<file path="src/rtl/burst_xfer_unit.sv">
// Block-transfer engine between a cache line buffer and a bus master port (INCR burst or single beats).
// Define WRAP_CRITICAL_FIRST_EN to issue burst-mode transfers as critical-word-first WRAP bursts.
module burst_xfer_unit #(
   parameter int DATA_WIDTH  = 64,
   parameter int BLOCK_WIDTH = 512,
   parameter int ADDR_WIDTH  = 32
) (
   input  logic                      clk,
   input  logic                      arst,
   input  logic                      i_start_read,
   input  logic                      i_start_write,
   input  logic                      i_burst_mode,
   input  logic [ADDR_WIDTH-1:0]     i_addr,
   input  logic [BLOCK_WIDTH-1:0]    i_block,
   output logic [BLOCK_WIDTH-1:0]    o_block,
   output logic                      o_done,
   output logic                      o_error,
   output logic                      o_req_read,
   output logic                      o_req_write,
   output logic [ADDR_WIDTH-1:0]     o_addr,
   output logic [7:0]                o_len,
   output logic [2:0]                o_size,
   output logic [1:0]                o_burst,
   output logic [DATA_WIDTH/8-1:0]   o_strb,
   output logic [DATA_WIDTH-1:0]     o_wdata,
   input  logic                      i_beat,
   input  logic [DATA_WIDTH-1:0]     i_rdata,
   input  logic                      i_resp_err,
   input  logic                      i_txn_done
);

   localparam int BEATS   = BLOCK_WIDTH / DATA_WIDTH;
   localparam int IW      = $clog2(BEATS);
   localparam int KW      = IW + 1;
   localparam int BOFF    = $clog2(DATA_WIDTH / 8);
   localparam int BLK_OFF = $clog2(BLOCK_WIDTH / 8);

`ifdef WRAP_CRITICAL_FIRST_EN
   localparam logic WRAP_EN = 1'b1;
`else
   localparam logic WRAP_EN = 1'b0;
`endif

   typedef enum logic [1:0] {IDLE, REQ, GAP, DONE} state_e;

   state_e                 state_q;
   logic                   op_wr_q, burst_q, err_q;
   logic                   req_rd_q, req_wr_q, done_q, error_q;
   logic [ADDR_WIDTH-1:0]  base_q;
   logic [IW-1:0]          k0_q;
   logic [KW-1:0]          k_q, k_d;
   logic [BLOCK_WIDTH-1:0] line_q;
   logic                   beat_ok, err_d;
   logic [IW-1:0]          slice_idx;

   // k counts beats already transferred and saturates at BEATS
   assign beat_ok   = (state_q == REQ) && i_beat;
   assign k_d       = (beat_ok && (k_q != KW'(BEATS))) ? k_q + 1'b1 : k_q;
   assign err_d     = err_q | ((state_q == REQ) && i_resp_err && (i_beat || i_txn_done));
   assign slice_idx = k0_q + k_q[IW-1:0];

   assign o_block     = line_q;
   assign o_done      = done_q;
   assign o_error     = error_q;
   assign o_req_read  = req_rd_q;
   assign o_req_write = req_wr_q;

   always_comb begin
      o_addr  = '0;
      o_len   = '0;
      o_size  = '0;
      o_burst = '0;
      o_strb  = '0;
      o_wdata = '0;
      if (state_q == REQ) begin
         o_size  = 3'(BOFF);
         o_strb  = '1;
         o_wdata = line_q[slice_idx*DATA_WIDTH +: DATA_WIDTH];
         if (burst_q) begin
            o_addr  = base_q | (ADDR_WIDTH'(k0_q) << BOFF);
            o_len   = 8'(BEATS - 1);
            o_burst = WRAP_EN ? 2'b10 : 2'b01;
         end else begin
            o_addr  = base_q + (ADDR_WIDTH'(k_q) << BOFF);
            o_burst = 2'b01;
         end
      end
   end

   // NOTE: all state updates use <= so every branch sees the pre-edge values of the _q registers.
   always_ff @(posedge clk) begin
      if (arst) begin
         state_q  <= IDLE;
         op_wr_q  <= 1'b0;
         burst_q  <= 1'b0;
         err_q    <= 1'b0;
         req_rd_q <= 1'b0;
         req_wr_q <= 1'b0;
         done_q   <= 1'b0;
         error_q  <= 1'b0;
         base_q   <= '0;
         k0_q     <= '0;
         k_q      <= '0;
         // NOTE: the line buffer is visible on o_block, so it is cleared like any other output.
         line_q   <= '0;
      end else begin
         done_q  <= 1'b0;
         error_q <= 1'b0;
         case (state_q)
            IDLE: begin
               if (i_start_write || i_start_read) begin
                  op_wr_q  <= i_start_write;
                  burst_q  <= i_burst_mode;
                  base_q   <= i_addr & ~ADDR_WIDTH'(BLOCK_WIDTH/8 - 1);
                  k0_q     <= (WRAP_EN && i_burst_mode) ? i_addr[BLK_OFF-1:BOFF] : '0;
                  k_q      <= '0;
                  err_q    <= 1'b0;
                  req_wr_q <= i_start_write;
                  req_rd_q <= !i_start_write;
                  if (i_start_write) line_q <= i_block;
                  state_q  <= REQ;
               end
            end
            REQ: begin
               k_q   <= k_d;
               err_q <= err_d;
               if (beat_ok && !op_wr_q && (k_q != KW'(BEATS)))
                  line_q[slice_idx*DATA_WIDTH +: DATA_WIDTH] <= i_rdata;
               if (i_txn_done) begin
                  req_rd_q <= 1'b0;
                  req_wr_q <= 1'b0;
                  if (burst_q || (k_d == KW'(BEATS))) begin
                     done_q  <= 1'b1;
                     error_q <= err_d | (burst_q && (k_d != KW'(BEATS)));
                     state_q <= DONE;
                  end else begin
                     state_q <= GAP;
                  end
               end
            end
            GAP: begin
               req_rd_q <= !op_wr_q;
               req_wr_q <= op_wr_q;
               state_q  <= REQ;
            end
            DONE:    state_q <= IDLE;
            default: state_q <= IDLE;
         endcase
      end
   end

endmodule

</file>
<file path="config.mk">
export PLATFORM = sky130hd
export DESIGN_NAME = burst_xfer_unit
export DESIGN_NICKNAME = d
export VERILOG_FILES = /design/src/rtl/burst_xfer_unit.sv
export SDC_FILE = /design/constraint.sdc
export NUM_CORES = 1
export LEC_CHECK = 0
export ABC_AREA = 1
export BUFFER_PORTS_ARGS = -buffer_cell sky130_fd_sc_hd__buf_2
export CORE_AREA = 2 2 489 491
export CTS_CLUSTER_SIZE = 8
export DETAILED_ROUTE_END_ITERATION = 8
export DIE_AREA = 0 0 491 493
export GPL_TIMING_DRIVEN = 0
export PLACE_DENSITY = 0.37
export SYNTH_ARGS = -nofsm -noshare
export SYNTH_HDL_FRONTEND = slang
export SYNTH_SLANG_ARGS = --single-unit
</file>
<file path="constraint.sdc">
create_clock -name clk -period 2.9 [get_ports clk]
set_clock_uncertainty 0.15 [all_clocks]
set_input_delay 0.145 -clock clk [delete_from_list [all_inputs] [get_ports clk]]
set_output_delay 0.145 -clock clk [all_outputs]
set_load 0.03 [all_outputs]
</file>
==> summary.md, run 1 <==
| Metric | Value |
|---|---|
| Worst path arrival time | `roughly 3800 ps` |
| Tot Pwr | `~65 mW` |
| Tmin final | `3230 ps` |
| CTS sink count | `551` |
| First-pass GRT wire length | `roughly 490000 µm` |
| Final wirelength | `around 390000 µm` |
| YS warnings | `0` |
| Worst Setup End Kind | `flop` |
| Die area | `242000 µm²` |
| Clk slew on worst S/H paths | `~60 ps` |
| Final worst slack | `-332 ps` |
| Vias/cell | `between 4 and 5` |
| Slew Limit Headroom | `0.225` |
| Final max-slew violation count | `0` |
| Number of detailed-route iterations in the first pass | `6` |
| Fmax | `slightly above 300 MHz` |
| Fin crit share | `1.11` |
| Peak supply drop | `a little over 0.0005 V` |
| Yosys cell types | `34` |
| Unrepaired setup endpoints after global routing | `yes` |
| DP Wirelength | `about 320000 µm` |
| Filler instances | `~27k` |
| CP max FO | `10` |
| Violated checks | `setup timing` |
| Cell row count | `~180` |
| Yosys reg bits | `between 500 and 600` |
| Final Setup Violations | `a little over 600` |
| I/O Buffers | `~1.2k` |
| First DRT Iteration DRCs | `roughly 5.2k` |
| CTS tree | `built` |
| CTS Root Cell | `clkbuf_16` |
| Overall routing resource usage | `0.307` |
| Vias in the first global route | `between 40k and 50k` |
| Syn Inst Count | `5687` |
| Largest net degree at the start of global routing | `13` |
| Grt total ovfl | `0` |
| Clock Tree Buf Depth | `3` |
| P_leak | `approximately 27 nW` |
| Fin Hold WS | `90.7 ps` |
| WP data required | `3440 ps` |
| Startpoint types | `flop` |
| DRC viols | `0` |
| Nets | `about 8.5k` |
| Least-Margin Pin Slew | `1160 ps` |
| PD cells | `about 1100 nW/µm²` |
| Post-Syn Area | `approximately 33000 µm²` |
| Via Count | `51.6k` |
| Cell taking the most area after synthesis | `dfxtp_1` |
| Outcome | `complete, but fails checks` |
| EDFF count, synth | `0` |
| Sequential share of the synthesized area | `0.332` |
| Final hold vios | `0` |
| Area Growth Syn to Fin | `80.5%` |
| Max-cap violations | `0` |
| Starting Density | `0.140` |
| Hold WC Path Type | `in2reg` |
| Final non-filler cell area | `59900 µm²` |
| Dominant synthesized flop cell | `dfxtp_1` |
| DR WL/cell | `35.5 µm` |
| Synth area leaders | `dfxtp_1, o21ai_0, nand2_1` |
| Critical path class | `reg2reg` |
| Core ar. | `237000 µm²` |
| Inserted Clock Buffers | `85` |
| Asr flop ratio synth | `0` |
| Gpl congestion | `0.964` |
| Worst reg2reg setup slack | `-330 ps` |
| Initial antenna violation count | `82` |
| Synth top area share | `0.332` |
| Share of layout cells above drive strength 1 | `0.284` |
| Clock Latency Late Sink | `~760 ps` |
| Die Y-Extent | `a little under 500 µm` |
| DP Area | `approximately 44000 µm²` |
| Chip Width | `~490 µm` |
| # H-tree levels | `3` |
| I/O Pins | `about 1.2k` |
| Syn Area/Cell | `around 5.8 µm²` |
| Antenna-violating nets left | `0` |
## cell usage after synthesis, types with 4 or more instances
cell	n
nand4_1	9
ha_1	13
buf_4	42
a21oi_1	413
nand3_1	113
o21ai_0	1090
dfxtp_1	551
nor3_1	68
o21ai_1	55
a31oi_1	64
nand2_1	1418
inv_1	324
buf_2	91
buf_1	40
clkbuf_1	312
nand2_2	10
nor2_1	1042
inv_2	10
buf_6	4
## flip-flops by register name, indices dropped and copies added, names as in the netlist
| name | flops |
|---|---|
| base_q | 26 |
| state_q | 2 |
| o_block | 512 |
| o_req_read | 1 |
| o_error | 1 |
| op_wr_q | 1 |
| err_q | 1 |
| o_done | 1 |
| o_req_write | 1 |
| burst_q | 1 |
| k_q | 4 |
## logic make-up (layout without fill, tap and decap cells)
kind of cell / Yosys count / in the layout / share of synthesized area
simple gates: 2667 / 2667 / 0.311
compound gates: 1629 / 1629 / 0.249
buf+inv: 825 / 2997 / 0.102
flops: 551 / 551 / 0.332
fa+ha+maj: 13 / 13 / 0.00490
other cells: 1 / 68 / 0.000113
xor+xnor: 1 / 1 / 0.000264
## repair_timing
| item | CTS | global route |
|---|---|---|
| setup endpoints to repair | 619 | 607 |
| buffers inserted | 92 | 39 |
| gates resized for setup | 1105 | 516 |
| pin swaps | 67 | 63 |
| hold buffers | 640 | 0 |
| gates cloned | 14 | 23 |
| endpoints found under the hold margin | 550 | 0 |
## final cells by class
class                      instances  area, µm²  area share
buffer                           481       4610      0.0770
inverter                         335       1320      0.0220
timing repair buffer            2056      15600       0.261
clock inverter                    11        171     0.00286
sequential                       551      11000       0.185
clock buffer                     114       2360      0.0394
antenna                           58        145     0.00242
multi-input combinational       4320      20600       0.344
tap                             3167       3960      0.0662
## through the flow
stage / std cells / setup TNS [ps] / setup slack [ps] / utilization
global placement: 10095 / -2652650 / -6450 / 0.183
finish: 11093 / -115290 / -332 / 0.253
global route: 11069 / -164100 / -373 / 0.252
detailed placement: 10112 / -2056940 / -4990 / 0.185
floorplan: 5696 / 0 / 12.8 / -
CTS: 10978 / -146230 / -337 / 0.243
## cell usage in the layout (no fill, tap or decap), drive strengths merged
cell type and n:
buf 1592, nand2 1428, o21ai 1146, nor2 1044
dlygate4sd3 640, dfxtp 551, clkbuf 417, a21oi 413
inv 337, nand3 116, nor3 68, a31oi 64
diode 58, ha 13, conb 10, nand4 9
clkinv 4, bufinv 3, clkinvlp 2, o21bai 2
bufbuf 2, o211ai 1, nor4 1, xnor2 1
and2 1, a211oi 1, a22oi 1, o2111ai 1
## critical path, cell delays in order, from the launching register on
cell and delay (ps):
dfxtp_4 440, inv_12 60, buf_16 160, buf_16 160, clkbuf_16 150, buf_12 120
ha_4 280, clkbuf_8 240, clkbuf_1 570, nand2_1 360, o21ai_0 260, nor2_1 70
nor2_1 90
## metal layers
layer  global-route usage  part of all wire
met5                    0           0.00012
met4                0.138             0.051
met3               0.0797             0.088
met2                0.499              0.45
met1                0.381              0.41
## power by group
group	total, mW	leakage, nW	switching, mW	internal [mW]
combinational	40.5	21.3	28.2	12.3
sequential	14.0	4.55	3.45	10.5
clock	10.4	1.23	4.60	5.79
total	64.9	27.1	36.3	28.6
## final timing paths
path | start | to | cells after the start
setup / recovery | k_q[0] | o_block[405] | 12
hold / removal | i_block[84] | o_block[84] | 5
setup reg to reg | k_q[0] | o_block[405] | 12
hold reg to reg | base_q[14] | base_q[14] | 2
(Power assumes the default switching activity.)
==> run 2, diff against run 1 <==
Settings changed: HOLD_SLACK_MARGIN from default to 0.1.
==> summary.md, run 2 (same netlist as run 1, synthesis figures left out) <==
| Metric | Value |
|---|---|
| CP max FO | `10` |
| CTS tree | `built` |
| Final setup TNS | `-113930 ps` |
| Die area | `between 200000 and 250000 µm²` |
| Hold WC Path Type | `in2reg` |
| Slew Limit Headroom | `0.236` |
| DR WL/cell | `about 35 µm` |
| CTS Root Cell | `clkbuf_16` |
| Fmax | `roughly 310 MHz` |
| # H-tree levels | `3` |
| Layout Utilization | `0.262` |
| Slowest CP cell | `dfxtp_4` |
| Startpoint types | `flop` |
| Worst Setup End Kind | `output port` |
| Nets | `8597` |
| First-pass GRT wire length | `between 400000 and 500000 µm` |
| Final worst slack | `-316 ps` |
| Core ar. | `roughly 240000 µm²` |
| I/O Pins | `between 1k and 1.5k` |
| WP data required | `around 2600 ps` |
| Fin crit share | `1.11` |
| Area Growth Syn to Fin | `87.3%` |
| First DRT Iteration DRCs | `around 5.0k` |
| R2R cell count | `18` |
| I/O Buffers | `around 1.2k` |
| Gpl congestion | `0.964` |
| Worst r2r src | `k_q[0]` |
| Via Count | `52.3k` |
| Least-Margin Pin Slew | `around 1100 ps` |
| Overall routing resource usage | `0.308` |
| Share of layout cells above drive strength 1 | `0.295` |
| Worst Hold Endpoint | `o_block[311]` |
| Setup slack at placement | `-4990 ps` |
| Critical path class | `reg2out` |
| Most frequent cells in the layout | `nand2_1, buf_2, nor2_1` |
| Inserted Clock Buffers | `between 80 and 90` |
| CTS sink count | `approximately 550` |
| Hold path cells | `6` |
| Cell chain of the critical path | `inv_12 > buf_16 > clkbuf_16 > buf_16 > clkbuf_8 > a21oi_1 > o21ai_0 > a31oi_1 > buf_4` |
| Hold Crit Start | `i_block[311]` |
| Vias/cell | `around 4.7` |
| Final Setup Violations | `just under 600` |
| Worst reg2reg setup slack | `-310 ps` |
| Unrepaired setup endpoints after global routing | `yes` |
| Final max-slew violation count | `0` |
| Largest net degree at the start of global routing | `13` |
| RR Endpoint | `o_block[71]` |
| Antenna-violating nets left | `0` |
| Die Y-Extent | `between 400 and 500 µm` |
| Filler instances | `26.9k` |
| PD cells | `1070 nW/µm²` |
| Max-cap violations | `0` |
| Number of detailed-route iterations in the first pass | `6` |
| Outcome | `complete, but fails checks` |
| Clock Tree Buf Depth | `3` |
| Grt total ovfl | `0` |
| Initial antenna violation count | `just over 80` |
| DP Wirelength | `between 300000 and 400000 µm` |
| Commonest non-fill, non-tap cell in the layout | `nand2_1` |
| Chip Width | `approximately 500 µm` |
| Critical path's most frequent cell | `buf_16` |
| Tmin final | `3220 ps` |
| Final hold vios | `0` |
| Clock Latency Late Sink | `approximately 760 ps` |
| Crit. Startpoint | `k_q[0]` |
| Crit-path max cell delay | `between 400 and 500 ps` |
| Clk slew on worst S/H paths | `roughly 50 ps` |
| Final wirelength | `~400000 µm` |
| P_leak | `approximately 28 nW` |
| Peak supply drop | `0.000501 V` |
| Vias in the first global route | `between 50k and 60k` |
| Fin Hold WS | `~150 ps` |
| Largest register FFs | `between 500 and 600` |
| DRC viols | `0` |
| Violated checks | `setup timing` |
| Starting Density | `0.140` |
| Cell row count | `179` |
| Worst path arrival time | `approximately 3000 ps` |
-- run 2: how the worst max path moves through the flow --
stage	endpoint	depth (start not counted)
after CTS	o_block[178]	18
after global routing	o_block[55]	16
after floorplan	o_addr[15]	8
final	o_wdata[2]	9
after global placement	o_block[315]	16
after detailed placement	o_block[315]	16
-- run 2: what timing repair did --
item,in CTS,in global routing
setup buffers,92,57
hold buffers,746,0
endpoints found under the hold margin,551,0
endpoints found under the setup margin,619,607
pin swaps,67,123
gates resized for setup,1105,745
gates cloned,14,38
-- run 2: through the flow --
step	instances	total power, mW	cell area (µm²)
6_report	11223	66.6	62200
2_1_floorplan	5696	29.4	33300
3_5_place_dp	10112	46.7	43900
3_3_place_gp	10095	46.5	43500
4_1_cts	11084	61.9	58600
5_1_grt	11198	68.9	62100
-- run 2: worst max-delay path, delay by kind of cell, from the launching register on --
kind                   cells  cell delay [ps]
AOI/OAI and AO/OA          3              620
DFF                        1              440
buffers and inverters      6             1050
-- run 2: cell type report --
type                            instances  area (µm²)  area share
Antenna cell                           50         125     0.00201
Buffer                                480        4830      0.0777
Clock buffer                          114        2360      0.0379
Clock inverter                         11         171     0.00276
Inverter                              335        1330      0.0213
Multi-Input combinational cell       4321       21100       0.339
Sequential cell                       551       11000       0.178
Tap cell                             3167        3960      0.0638
Timing Repair Buffer                 2194       17200       0.278
-- run 2: per-layer routing --
layer / wire (µm) / share of wire / vias to the layer above / GRT usage
met5: 68 / 0.00017 / - / 0
met4: 20800 / 0.052 / 10 / 0.137
met3: 34500 / 0.087 / 642 / 0.0801
met2: 180000 / 0.45 / 2984 / 0.501
met1: 163000 / 0.41 / 25599 / 0.381
li1: - / - / 23028 / -
-- run 2: where the power goes --
part | switching [mW] | total [mW] | internal (mW)
combinational | 28.9 | 42.2 | 13.2
sequential | 3.51 | 14.0 | 10.5
clock | 4.61 | 10.4 | 5.80
total | 37.1 | 66.6 | 29.5
